<file path="config.mk">
export PLATFORM = sky130hd
export DESIGN_NAME = fb_scanout_reader
export DESIGN_NICKNAME = d
export VERILOG_FILES = /design/src/rtl/fb_scanout_reader.sv
export SDC_FILE = /design/constraint.sdc
export NUM_CORES = 1
export LEC_CHECK = 0
export BUFFER_PORTS_ARGS = -buffer_cell sky130_fd_sc_hd__buf_4
export CORE_MARGIN = 3
export CORE_UTILIZATION = 61
export DETAILED_ROUTE_END_ITERATION = 16
export PLACE_DENSITY = 0.94
export REMOVE_ABC_BUFFERS = 1
export SLEW_MARGIN = 20
export SYNTH_ARGS = -nofsm -noshare
export SYNTH_HDL_FRONTEND = slang
export SYNTH_SLANG_ARGS = --single-unit
</file>
<file path="constraint.sdc">
create_clock -name clk -period 4.6 [get_ports clk]
set_input_delay 0.69 -clock clk [delete_from_list [all_inputs] [get_ports clk]]
set_output_delay 0.69 -clock clk [all_outputs]
set_load 0.005 [all_outputs]
</file>
<file path="src/rtl/fb_scanout_reader.sv">
// Framebuffer scanout reader: raster-order reads into a 2-entry skid buffer,
// streamed out with line/frame markers and optional clear-after-read.
module fb_scanout_reader #(
  parameter int FB_ADDR_WIDTH = 17,
  parameter int DATA_WIDTH    = 4,
  parameter int FB_WIDTH      = 320,
  parameter int FB_HEIGHT     = 240,
  parameter logic [DATA_WIDTH-1:0] CLEAR_VALUE = '0
) (
  input  logic                     clk,
  input  logic                     rst_n,
  input  logic                     start,
  input  logic                     clear_en,
  output logic                     busy,
  output logic                     done,
  output logic                     fb_read_enable,
  output logic [FB_ADDR_WIDTH-1:0] fb_read_addr,
  input  logic [DATA_WIDTH-1:0]    fb_read_data,
  output logic                     fb_clear_write_enable,
  output logic [FB_ADDR_WIDTH-1:0] fb_clear_addr,
  output logic [DATA_WIDTH-1:0]    fb_clear_data,
  output logic [DATA_WIDTH-1:0]    out_data,
  output logic                     out_valid,
  input  logic                     out_ready,
  output logic                     out_last_x,
  output logic                     out_last
);

  localparam int XW = (FB_WIDTH  > 1) ? $clog2(FB_WIDTH)  : 1;
  localparam int YW = (FB_HEIGHT > 1) ? $clog2(FB_HEIGHT) : 1;
  localparam logic [FB_ADDR_WIDTH-1:0] LAST_ADDR =
    FB_ADDR_WIDTH'(FB_WIDTH * FB_HEIGHT - 1);
  localparam logic [XW-1:0] X_MAX = XW'(FB_WIDTH - 1);
  localparam logic [YW-1:0] Y_MAX = YW'(FB_HEIGHT - 1);

  typedef enum logic [1:0] {
    S_IDLE, S_READ, S_DRAIN, S_DONE
  } state_t;

  typedef struct packed {
    logic [DATA_WIDTH-1:0] data;
    logic                  lx;
    logic                  last;
  } ent_t;

  state_t state_q, state_d;
  logic busy_q, busy_d;
  logic done_q, done_d;
  logic clr_q, clr_d;
  logic rd_en_q, rd_en_d;
  logic [FB_ADDR_WIDTH-1:0] rd_addr_q, rd_addr_d;
  logic rd_lx_q, rd_lx_d;
  logic rd_last_q, rd_last_d;
  logic inf_en_q, inf_en_d;
  logic [FB_ADDR_WIDTH-1:0] inf_addr_q, inf_addr_d;
  logic inf_lx_q, inf_lx_d;
  logic inf_last_q, inf_last_d;
  logic [FB_ADDR_WIDTH-1:0] cnt_q, cnt_d;
  logic [XW-1:0] x_q, x_d;
  logic [YW-1:0] y_q, y_d;
  ent_t fifo_q [2];
  ent_t fifo_d [2];
  logic wr_ptr_q, wr_ptr_d;
  logic rd_ptr_q, rd_ptr_d;
  logic [1:0] count_q, count_d;

  ent_t arr, head;
  logic valid, pop, store, fifo_pop, credit, issue;
  logic x_last, y_last;
  logic [2:0] outstanding;

  // Output head: buffered word first, else bypass the word arriving now.
  always_comb begin
    arr = '{data: fb_read_data, lx: inf_lx_q, last: inf_last_q};
    head = (count_q != 2'd0) ? fifo_q[rd_ptr_q] : arr;
    valid = (count_q != 2'd0) || inf_en_q;
    pop = valid && out_ready;
    outstanding = {1'b0, count_q} + {2'b0, inf_en_q} + {2'b0, rd_en_q};
    credit = (outstanding - {2'b0, pop}) < 3'd2;
    x_last = (x_q == X_MAX);
    y_last = (y_q == Y_MAX);
  end

  // Next-state logic for FSM, read pipeline, counters and skid buffer.
  always_comb begin
    state_d = state_q;
    busy_d = busy_q;
    done_d = 1'b0;
    clr_d = clr_q;
    rd_en_d = 1'b0;
    rd_addr_d = rd_addr_q;
    rd_lx_d = rd_lx_q;
    rd_last_d = rd_last_q;
    inf_en_d = rd_en_q;
    inf_addr_d = rd_addr_q;
    inf_lx_d = rd_lx_q;
    inf_last_d = rd_last_q;
    cnt_d = cnt_q;
    x_d = x_q;
    y_d = y_q;
    fifo_d = fifo_q;
    wr_ptr_d = wr_ptr_q;
    rd_ptr_d = rd_ptr_q;

    fifo_pop = pop && (count_q != 2'd0);
    store = inf_en_q && !((count_q == 2'd0) && pop);
    if (fifo_pop) rd_ptr_d = ~rd_ptr_q;
    if (store) begin
      fifo_d[wr_ptr_q] = arr;
      wr_ptr_d = ~wr_ptr_q;
    end
    count_d = count_q + {1'b0, store} - {1'b0, fifo_pop};

    issue = ((state_q == S_IDLE) && start) ||
            ((state_q == S_READ) && credit);
    if (issue) begin
      rd_en_d = 1'b1;
      rd_addr_d = cnt_q;
      rd_lx_d = x_last;
      rd_last_d = x_last && y_last;
      cnt_d = cnt_q + 1'b1;
      if (x_last) begin
        x_d = '0;
        y_d = y_q + 1'b1;
      end else begin
        x_d = x_q + 1'b1;
      end
    end

    unique case (state_q)
      S_IDLE: begin
        if (start) begin
          clr_d = clear_en;
          busy_d = 1'b1;
          state_d = (cnt_q == LAST_ADDR) ? S_DRAIN : S_READ;
        end
      end
      S_READ: begin
        if (issue && (cnt_q == LAST_ADDR)) state_d = S_DRAIN;
      end
      S_DRAIN: begin
        if (pop && head.last) begin
          state_d = S_DONE;
          busy_d = 1'b0;
          done_d = 1'b1;
        end
      end
      S_DONE: begin
        state_d = S_IDLE;
        clr_d = 1'b0;
        cnt_d = '0;
        x_d = '0;
        y_d = '0;
      end
      default: state_d = S_IDLE;
    endcase
  end

  // State registers with synchronous active-low reset.
  always_ff @(posedge clk) begin
    if (!rst_n) begin
      state_q <= S_IDLE;
      busy_q <= 1'b0;
      done_q <= 1'b0;
      clr_q <= 1'b0;
      rd_en_q <= 1'b0;
      rd_addr_q <= '0;
      rd_lx_q <= 1'b0;
      rd_last_q <= 1'b0;
      inf_en_q <= 1'b0;
      inf_addr_q <= '0;
      inf_lx_q <= 1'b0;
      inf_last_q <= 1'b0;
      cnt_q <= '0;
      x_q <= '0;
      y_q <= '0;
      fifo_q[0] <= '0;
      fifo_q[1] <= '0;
      wr_ptr_q <= 1'b0;
      rd_ptr_q <= 1'b0;
      count_q <= '0;
    end else begin
      state_q <= state_d;
      busy_q <= busy_d;
      done_q <= done_d;
      clr_q <= clr_d;
      rd_en_q <= rd_en_d;
      rd_addr_q <= rd_addr_d;
      rd_lx_q <= rd_lx_d;
      rd_last_q <= rd_last_d;
      inf_en_q <= inf_en_d;
      inf_addr_q <= inf_addr_d;
      inf_lx_q <= inf_lx_d;
      inf_last_q <= inf_last_d;
      cnt_q <= cnt_d;
      x_q <= x_d;
      y_q <= y_d;
      fifo_q <= fifo_d;
      wr_ptr_q <= wr_ptr_d;
      rd_ptr_q <= rd_ptr_d;
      count_q <= count_d;
    end
  end

  assign busy = busy_q;
  assign done = done_q;
  assign fb_read_enable = rd_en_q;
  assign fb_read_addr = rd_addr_q;
  assign fb_clear_write_enable = inf_en_q && clr_q;
  assign fb_clear_addr = inf_addr_q;
  assign fb_clear_data = CLEAR_VALUE;
  assign out_valid = valid;
  assign out_data = valid ? head.data : '0;
  assign out_last_x = valid ? head.lx : 1'b0;
  assign out_last = valid ? head.last : 1'b0;

endmodule

</file>
==> out/qor.tcl <==
set qor(layout.cells.most_common) {dfxtp_1}
set qor(clk_pin_slew_worst_paths_ps) 90
set qor(synth_enable_flop_cells) 0
set qor(yosys.area.top_type) {dfxtp_1}
set qor(setup-tns-final_ps) 0
set qor(run_status) {finished, final reports clean}
set qor(die_area_sq_um) 7790
set qor(quantity_of_hold_fixing_buffers_added_after_cts) 0
set qor(critPathKind) {flip-flop to flip-flop}
set qor(insertion_delay_ps) 360
set qor(final-max-slew-violation-count) 0
set qor(gate_count_of_the_mapped_netlist) 452
set qor(die_width_um) 88.26
set qor(clock_sinks) 95
set qor(die_h_um) 88.26
set qor(max_freq_mhz) 262.9
set qor(critPathMaxFanout) 27
set qor(synthTopCellsByArea) {dfxtp_1, nand2_1, mux2i_1}
set qor(mean_routed_wirelength_per_cell_um) 14.76
set qor(grt_overflow) 0
set qor(maximum_root_to_sink_buffer_count) 2
set qor(detailed_place_hpwl_mm) 5.674
set qor(layout_common_cells) {dfxtp_1, nand2_1, buf_4, nor2_1, and2_1}
set qor(cts_setup_buffers) 0
set qor(initial_core_util_pct) 63.91
set qor(cp-start-kind) {flip-flop}
set qor(powerDensity_nw_per_um2) 400.3
set qor(pin_count) 58
set qor(routed-via-count) 3311
set qor(cp-end-kind) {flip-flop}
set qor(buffer_ports.inserted) 53
set qor(setup_viol) 0
set qor(drt_pre_antenna_iters) 5
set qor(cp_slowest_cell) {a32o_1}
set qor(tightest_slew_ps) 734.2
set qor(grt_start_max_net_pins) 65
set qor(dominantRegCellSynth) {dfxtp_1}
set qor(cts_tree) {done}
set qor(synth_top_area_share_pct) 46.07
set qor(vias_per_cell) 5.738
set qor(fill_cell_count) 440
set qor(cp_data_required_time_ps) 4830
set qor(rsz_0062_raised_after_global_routing) {no}
set qor(synth_area_per_cell_sq_um) 9.132
set qor(worstPathCellList) {nor2_1 -> buf_4 -> nand2_1 -> and2_1 -> ha_1 -> inv_1 -> ha_1 -> a21o_1 -> fa_1 -> xor2_1 -> a32o_1 -> buf_4 -> nand2_1 -> o21ai_0 -> a21oi_1}
set qor(ys_async_sr_fraction_pct) 0
set qor(antenna_found_initial) 0
set qor(pre_cts_ws_ps) 835.8
set qor(critical-path-max-stage-delay_ps) 520
set qor(diodes) 0
set qor(post-layout-total-power_w) 0.001882
set qor(critical_path_arrival_ps) 4030
set qor(cts_htree_levels) 3
set qor(regToRegSetupSlack_ps) 800
set qor(cts_inserted_buffers) 9
set qor(inst_count_dp) 561
set qor(detail_route.wirelength_mm) 8.518
set qor(slew_headroom_pct) 51.06
set qor(cap_violations) 0
set qor(ir_worst_vdd_v) 0.0002270
set qor(holdCritPathClass) {flip-flop to flip-flop}
set qor(grt_use_total_pct) 22.61
set qor(clockRootBuffer) {clkbuf_8}
set qor(grt_first_pass_wirelength_mm) 13.93
set qor(final.setup.worst_slack_ps) 796.5
set qor(core_region_area_sq_um) 6459
set qor(areaGrowthSynthToFinish_pct) 13.91
set qor(multiInputGateArea_sq_um) 2057
set qor(p_leak_nw) 1.867
set qor(synth.yosys.warnings) 0
set qor(postCtsResizedCells) 0
set qor(drt-initial-drc-count) 214
set qor(worst_clock_skew_ps) 13.80
set qor(synthesis.area_sq_um) 4128
set qor(regArea_sq_um) 1902
set qor(synth-seq-cells) 95
set qor(ys_seq_area_share_pct) 46.07
set qor(fin_nets) 516
set qor(rows) 29
set qor(report.final.hold_viol_count) 0
set qor(finalWeightedCongestion) 0.8850
set qor(post_route_non_filler_standard_cell_count) 577
set qor(min_period_ps) 3804
set qor(post_route_cells_drive_above_1_share_pct) 16.40
set qor(fin_crit_sh_pct) 82.69
set qor(drcViolationCount) 0
set qor(detail-route-antenna-nets) 0
set qor(synth.distinct_cells) 48
set qor(first_global_vias) 3045
-- registers in the layout (all words and copies together), names as in the netlist --
| signal | count |
|---|---|
| y_q | 8 |
| count_q | 2 |
| fb_read_enable | 1 |
| inf_last_q | 1 |
| wr_ptr_q | 1 |
| rd_ptr_q | 1 |
| inf_en_q | 1 |
| busy | 1 |
| done | 1 |
| x_q | 9 |
| inf_lx_d | 1 |
| inf_last_d | 1 |
| fifo_q | 12 |
| clr_q | 1 |
| inf_lx_q | 1 |
| fb_read_addr | 17 |
| fb_clear_addr | 17 |
| state_q | 2 |
| cnt_q | 17 |
-- kinds of logic (layout without fill, tap and decap cells) --
logic type      Yosys count  in the layout  synth area share, %
simple gates            202            202                25.86
flops                    95             95                46.07
compound gates           57             57                9.064
buf+inv                  38             83                4.547
xor+xnor                 28             28                5.941
mux                      19             19                4.607
fa+ha+maj                12             12                3.819
other cells               1              4              0.09085
-- worst max-delay path: cells and delay by family (launching register included) --
family	cells	cell delay [ps]
DFF	1	380
and+or+nand+nor	4	540
xor gates and xnor gates	1	260
AOI/OAI and AO/OA	4	980
adders and majority gates	3	910
buffers and inverters	3	610
-- metrics by stage --
| step | util, % | instance area [sq um] | hold WS (ps) |
|---|---|---|---|
| 2_1_floorplan | - | 3989 | 429.6 |
| 3_3_place_gp | 69.99 | 4521 | 435.7 |
| 3_5_place_dp | 69.99 | 4521 | 444.8 |
| 4_1_cts | 72.80 | 4702 | 455.1 |
| 5_1_grt | 72.80 | 4702 | 496.1 |
| 6_report | 72.80 | 4702 | 447.0 |
-- synth_stat cells, drive strengths merged, types with 2 or more instances --
cell and number:
dfxtp 95, nand4 14, nor3b 4, nor4 2, nand2b 2, nor2 32, nor2b 16, nand3 17
buf 10, and2 29, mux2i 19, ha 11, o21ai 13, xnor2 11, inv 10, and3 4
or3 6, xor2 17, nor3 8, nand4b 4, a21boi 20, and4 4, clkbuf 18, a21oi 13
nand2 58
-- power by group --
group / internal, W / switching (W)
Clock: 0.000213 / 0.000296
Combinational: 0.000172 / 0.000261
Sequential: 0.000871 / 0.0000695
Total: 0.00126 / 0.000626
-- final cells by class --
type / instances / area share, %
clock buffers: 10 / 2.927
clock inverters: 6 / 0.9313
inverters: 10 / 0.7983
multi-input cells: 322 / 43.75
flip-flops and latches: 95 / 40.45
well taps: 77 / 2.049
repair buffers: 57 / 9.101
-- routing by layer --
layer	global-route usage, %	wire length [um]
met1	28.75	3717
met2	37.32	4056
met3	4.469	538
met4	10.03	206
met5	0	0
-- path summary, 6_finish.rpt --
path	start	endpoint	cells after the start
worst min register to register	inf_last_d	inf_last_q	1
worst max-delay path	count_q[1]	x_q[8]	15
worst min-delay path	inf_last_d	inf_last_q	1
worst max register to register	count_q[1]	x_q[8]	15
No activity file was read; power rests on OpenSTA's default activity.
